<file path="src/rtl/lut_ff_mux_deser.sv">
// Serial-to-parallel capture stage behind the lut_ff_mux cell: assembles the Q stream into
// WIDTH-bit words and queues them in a first-word-fall-through FIFO with a valid/ready output.
module lut_ff_mux_deser #(
  parameter int unsigned WIDTH     = 8,
  parameter int unsigned DEPTH     = 4,
  parameter int unsigned MSB_FIRST = 1
) (
  input  logic                       clk,
  input  logic                       rst,
  input  logic                       q_in,
  input  logic                       q_valid,
  input  logic                       flush,
  output logic [WIDTH-1:0]           out_data,
  output logic                       out_valid,
  input  logic                       out_ready,
  output logic [$clog2(DEPTH):0]     fifo_level,
  output logic                       overflow,
  output logic [7:0]                 words_dropped
);

  localparam int unsigned CW = $clog2(WIDTH);
  localparam int unsigned PW = $clog2(DEPTH);

  logic [WIDTH-1:0] sreg_q, sreg_d, shifted, push_word;
  logic [CW-1:0]    bcnt_q, bcnt_d;
  logic [CW:0]      cnt_abs, pad;
  logic             push;

  logic [WIDTH-1:0] mem_q [DEPTH];
  logic [PW-1:0]    wptr_q, rptr_q;
  logic [PW:0]      level_q, level_d;
  logic             valid_q;
  logic             overflow_q;
  logic [7:0]       dropped_q;
  logic             full, pop, accept, drop;

  // Word assembly: absorb the valid bit first, then decide completion or flush.
  always_comb begin
    shifted = sreg_q;
    if (q_valid) begin
      if (MSB_FIRST != 0) shifted = {sreg_q[WIDTH-2:0], q_in};
      else                shifted = {q_in, sreg_q[WIDTH-1:1]};
    end
    cnt_abs   = {1'b0, bcnt_q} + {{CW{1'b0}}, q_valid};
    pad       = (CW+1)'(WIDTH) - cnt_abs;
    push      = 1'b0;
    push_word = shifted;
    sreg_d    = shifted;
    bcnt_d    = cnt_abs[CW-1:0];
    if (q_valid && (bcnt_q == CW'(WIDTH - 1))) begin
      push   = 1'b1;
      sreg_d = '0;
      bcnt_d = '0;
    end else if (flush && (cnt_abs != '0)) begin
      push = 1'b1;
      // Padding zeros equals shifting the partial word into its final position.
      if (MSB_FIRST != 0) push_word = shifted << pad;
      else                push_word = shifted >> pad;
      sreg_d = '0;
      bcnt_d = '0;
    end
  end

  always_comb begin
    full    = (level_q == (PW+1)'(DEPTH));
    pop     = valid_q && out_ready;
    accept  = push && (!full || pop);
    drop    = push && full && !pop;
    level_d = level_q + {{PW{1'b0}}, accept} - {{PW{1'b0}}, pop};
  end

  always_ff @(posedge clk or posedge rst) begin
    if (rst) begin
      sreg_q     <= '0;
      bcnt_q     <= '0;
      wptr_q     <= '0;
      rptr_q     <= '0;
      level_q    <= '0;
      valid_q    <= 1'b0;
      overflow_q <= 1'b0;
      dropped_q  <= '0;
      for (int i = 0; i < int'(DEPTH); i++) mem_q[i] <= '0;
    end else begin
      sreg_q  <= sreg_d;
      bcnt_q  <= bcnt_d;
      level_q <= level_d;
      valid_q <= (level_d != '0);
      // When full with a simultaneous pop, wptr equals rptr: the freed head slot takes the tail.
      if (accept) begin
        mem_q[wptr_q] <= push_word;
        wptr_q        <= wptr_q + 1'b1;
      end
      if (pop) rptr_q <= rptr_q + 1'b1;
      if (drop) begin
        overflow_q <= 1'b1;
        if (dropped_q != 8'hFF) dropped_q <= dropped_q + 8'd1;
      end
    end
  end

  assign out_data      = mem_q[rptr_q];
  assign out_valid     = valid_q;
  assign fifo_level    = level_q;
  assign overflow      = overflow_q;
  assign words_dropped = dropped_q;

endmodule

</file>
<file path="config.mk">
export PLATFORM = sky130hd
export DESIGN_NAME = lut_ff_mux_deser
export DESIGN_NICKNAME = d
export VERILOG_FILES = /design/src/rtl/lut_ff_mux_deser.sv
export SDC_FILE = /design/constraint.sdc
export NUM_CORES = 1
export LEC_CHECK = 0
export BUFFER_PORTS_ARGS = -buffer_cell sky130_fd_sc_hd__buf_2
export CAP_MARGIN = 20
export CELL_PAD_IN_SITES_DETAIL_PLACEMENT = 1
export CELL_PAD_IN_SITES_GLOBAL_PLACEMENT = 1
export CORE_MARGIN = 2
export CORE_UTILIZATION = 35
export DETAILED_ROUTE_END_ITERATION = 7
export PLACE_DENSITY = 0.68
export RECOVER_POWER = 50
export SKIP_LAST_GASP = 1
export SLEW_MARGIN = 20
export SYNTH_ARGS = -nofsm -noshare
export SYNTH_HDL_FRONTEND = slang
export SYNTH_SLANG_ARGS = --single-unit
</file>
<file path="constraint.sdc">
create_clock -name clk -period 5.02 [get_ports clk]
set_input_delay 0.502 -clock clk [delete_from_list [all_inputs] [get_ports clk]]
set_output_delay 0.502 -clock clk [all_outputs]
set_load 0.05 [all_outputs]
</file>
==> metrics.yaml <==
run_status:
  status: "complete, but fails checks"
  violations: "max-capacitance violations, max-slew violations"
clock_tree:
  hold_buffers: 0
  postCtsSetupBuffers: 0
  cts_max_level: 3
  path_clk_slew_ns: 0.07
  cts_tree: "done"
  cts_inserted_buffers: 9
  cts.sinks: 60
  cts-root-buf: "clkbuf_8"
  clk_path_buf_depth: 2
  cts_repair_resize_count: 0
  insertion_delay_ns: 0.34
yosys:
  synthesis.nets: 305
  yosys.cell_types.count: 43
  synth_top_area_cell: "dfrtp_1"
  synthTopCellsByArea: "dfrtp_1 (46%), mux4_2 (8.9%), mux2i_1 (7.3%), ha_1 (3.8%), nand2_1 (3.2%)"
  ys_ff_latch: 60
  synth_area_um2: 3278
  ys_warn_count: 0
  synth_cells: 288
  yosysSeqAreaShare_pct: 45.80
  synth_top_area_share_pct: 45.80
  avgSynthCellArea_um2: 11.38
pwr:
  leakage_nw: 1.668
  power_w: 0.002141
  ir_drop_mv: 0.2472
  power_density_nw_per_um2: 581.1
detailed_routing:
  firstDrtPassIters: 4
  drc: 0
  routed_wl_mm: 7.235
  avgViaCountPerCell: 5.304
  wl_per_cell_um: 16.79
  vias: 2286
  drt_iter0_drc: 90
  ant_nets: 0
critical_path:
  path_class: "reg -> reg"
  critPathCaptureType: "register"
  start_kind: "register"
  crit_arrival_ns: 4.37
  reg2reg_to: "out_valid"
  ff2ff_path_depth: 16
  r2r_start: "bcnt_q[0]"
  critical-path-top-delay-family: "adder cells"
  cp_slowest_cell: "clkbuf_1"
  cp_num_buf_inv: 4
  crit_top_cell: "ha_1"
  cp_data_required_time_ns: 5.23
  max_stage_delay_ns: 0.74
  cp_cell_sequence: "ha_1 > clkbuf_1 > inv_1 > ha_1 > or3b_1 > o211ai_1 > nand2_1 > nand2_1 > ha_1 > inv_1 > ha_1 > inv_1 > fa_1 > xnor2_1 > xnor2_1 > or3_1"
  crit_path_max_fanout: 17
  r2r_setup_slack_ns: 0.86
global_routing:
  grt-ovfl-total: 0
  grt_start_max_net_pins: 61
  grt_pass1_wl_mm: 12.33
  grt_pass1_vias: 2422
  track_usage_pct: 15.75
  grt_antenna_before_repair: 0
timing:
  max_freq_mhz: 240.3
  fin_ws_ns: 0.8590
  slew_viol_final: 61
  relSlewSlack_pct: -114.9
  period_needed_ns: 4.161
  timing.final.hold_violations: 0
  rsz0062_at_grt: "no"
  setup_viol: 0
  timing.setup.tns_ns: 0
  skew_ns: 0.008689
  worst_slew_pin_slew_ns: 3.224
  fin_crit_sh_pct: 82.89
die:
  start_util_pct: 35.82
  core_area_um2: 9153
  die_h_um: 100.8
  ios: 27
  die_area_um2: 10160
  rows: 35
  die_w_um: 100.8
layout:
  nets: 333
  antenna_cells: 0
  layout-drive-gt1-share_pct: 19.38
  syn_to_final_growth_pct: 12.37
placement:
  detailed_place_hpwl_mm: 5.191
  place_ws_ns: 1.035
  gp_congestion: 0.8070
  port_buffers: 26
min_path:
  hp-start: "flush"
  hold-path-cell-count: 2
  holdCritPathClass: "in -> reg"
  whs_endpoint: "bcnt_q[0]"
run:
  maxCapViolations: 1
## report_power, final
group	total, W	leakage [nW]	switching [W]	internal [W]
sequential	0.000797	0.782	0.000152	0.000644
clock	0.000420	0.0935	0.000180	0.000240
combinational	0.000924	0.793	0.000582	0.000343
total	0.00214	1.67	0.000914	0.00123
## state kept, by name, summed over array words and instances (netlist names)
name and flops:
out_valid 1, mem_q 32, words_dropped 8, bcnt_q 3
wptr_q 2, overflow 1, fifo_level 3, sreg_q 8
rptr_q 2
## metal layers
layer	GRT usage, %	vias to the layer above	share of wire [%]
met5	0	-	0
met3	3.398	11	2.3
met1	20.57	1137	50
li1	-	1112	-
met4	6.006	0	1.8
met2	25.64	26	46
## how the worst max path moves through the flow
stage / startpoint / to / slack (ns) / cells past startpoint
finish: bcnt_q[0] / out_valid / 0.86 / 16
global route: bcnt_q[0] / out_valid / 0.52 / 16
CTS: bcnt_q[0] / out_valid / 1.25 / 16
detailed placement: q_valid / out_valid / 1.04 / 17
global placement: q_valid / out_valid / 1.19 / 17
floorplan: q_valid / out_valid / 1.25 / 17
## area by class of cell
type	instances	area [um2]
clock inverters	2	35.03
multi-input cells	204	1663
repair buffers	33	166.4
inverters	8	30.03
clock buffers	13	148.9
well taps	111	138.9
fillers	1001	5469
flip-flops and latches	60	1501
## kinds of logic after synthesis
logic type / synth area share, %
adders and majority gates: 4.428
AOI/OAI and AO/OA: 13.02
muxes: 18.32
xor gates and xnor gates: 4.198
and+or+nand+nor: 10.76
DFF: 45.80
buffers and inverters: 3.473
## synthesized netlist by cell type
cell and count:
a211oi_1 1, a211oi_2 1, a21bo_2 1, a21oi_1 17, a2bb2oi_1 1, a2bb2oi_2 1
a31o_2 1, a31oi_1 5, a31oi_4 1, a41oi_1 2, and2_1 3, and3_1 6
and4_1 2, buf_1 1, buf_2 4, buf_4 1, buf_6 2, clkbuf_1 8
dfrtp_1 60, fa_1 1, ha_1 10, inv_1 8, mux2_2 6, mux2i_1 24
mux4_2 13, nand2_1 28, nand4_1 6, nor2_1 12, nor2b_1 8, nor3_1 4
nor4_1 1, o211a_1 1, o211ai_1 4, o211ai_2 2, o21ai_0 14, o21ai_1 6
o22ai_1 1, o31ai_1 5, or3_1 1, or3b_1 1, xnor2_1 11, xor2_1 2
xor3_1 1
## metrics by stage
step	area, um2	util [%]	cells	hold slack (ns)
2_1_floorplan	3278	-	288	0.4446
3_5_place_dp	3516	38.41	416	0.4604
5_1_grt	3684	40.25	431	0.3653
3_3_place_gp	3516	38.41	416	0.4544
6_report	3684	40.25	431	0.3766
4_1_cts	3700	40.42	431	0.3606
## cells in the final DEF, fill, tap and decap left out, drive strengths merged, types with 2 or more instances in the layout
cell type,instances
a211oi,2
a21oi,17
a2bb2oi,2
a31oi,6
a41oi,2
and2,3
and3,6
and4,2
buf,24
clkbuf,22
dfrtp,60
ha,10
inv,8
mux2,6
mux2i,24
mux4,13
nand2,28
nand4,6
nor2,12
nor2b,8
nor3,4
o211ai,6
o21ai,20
o31ai,5
xnor2,11
xor2,2
No activity file was read; power rests on OpenSTA's default activity.
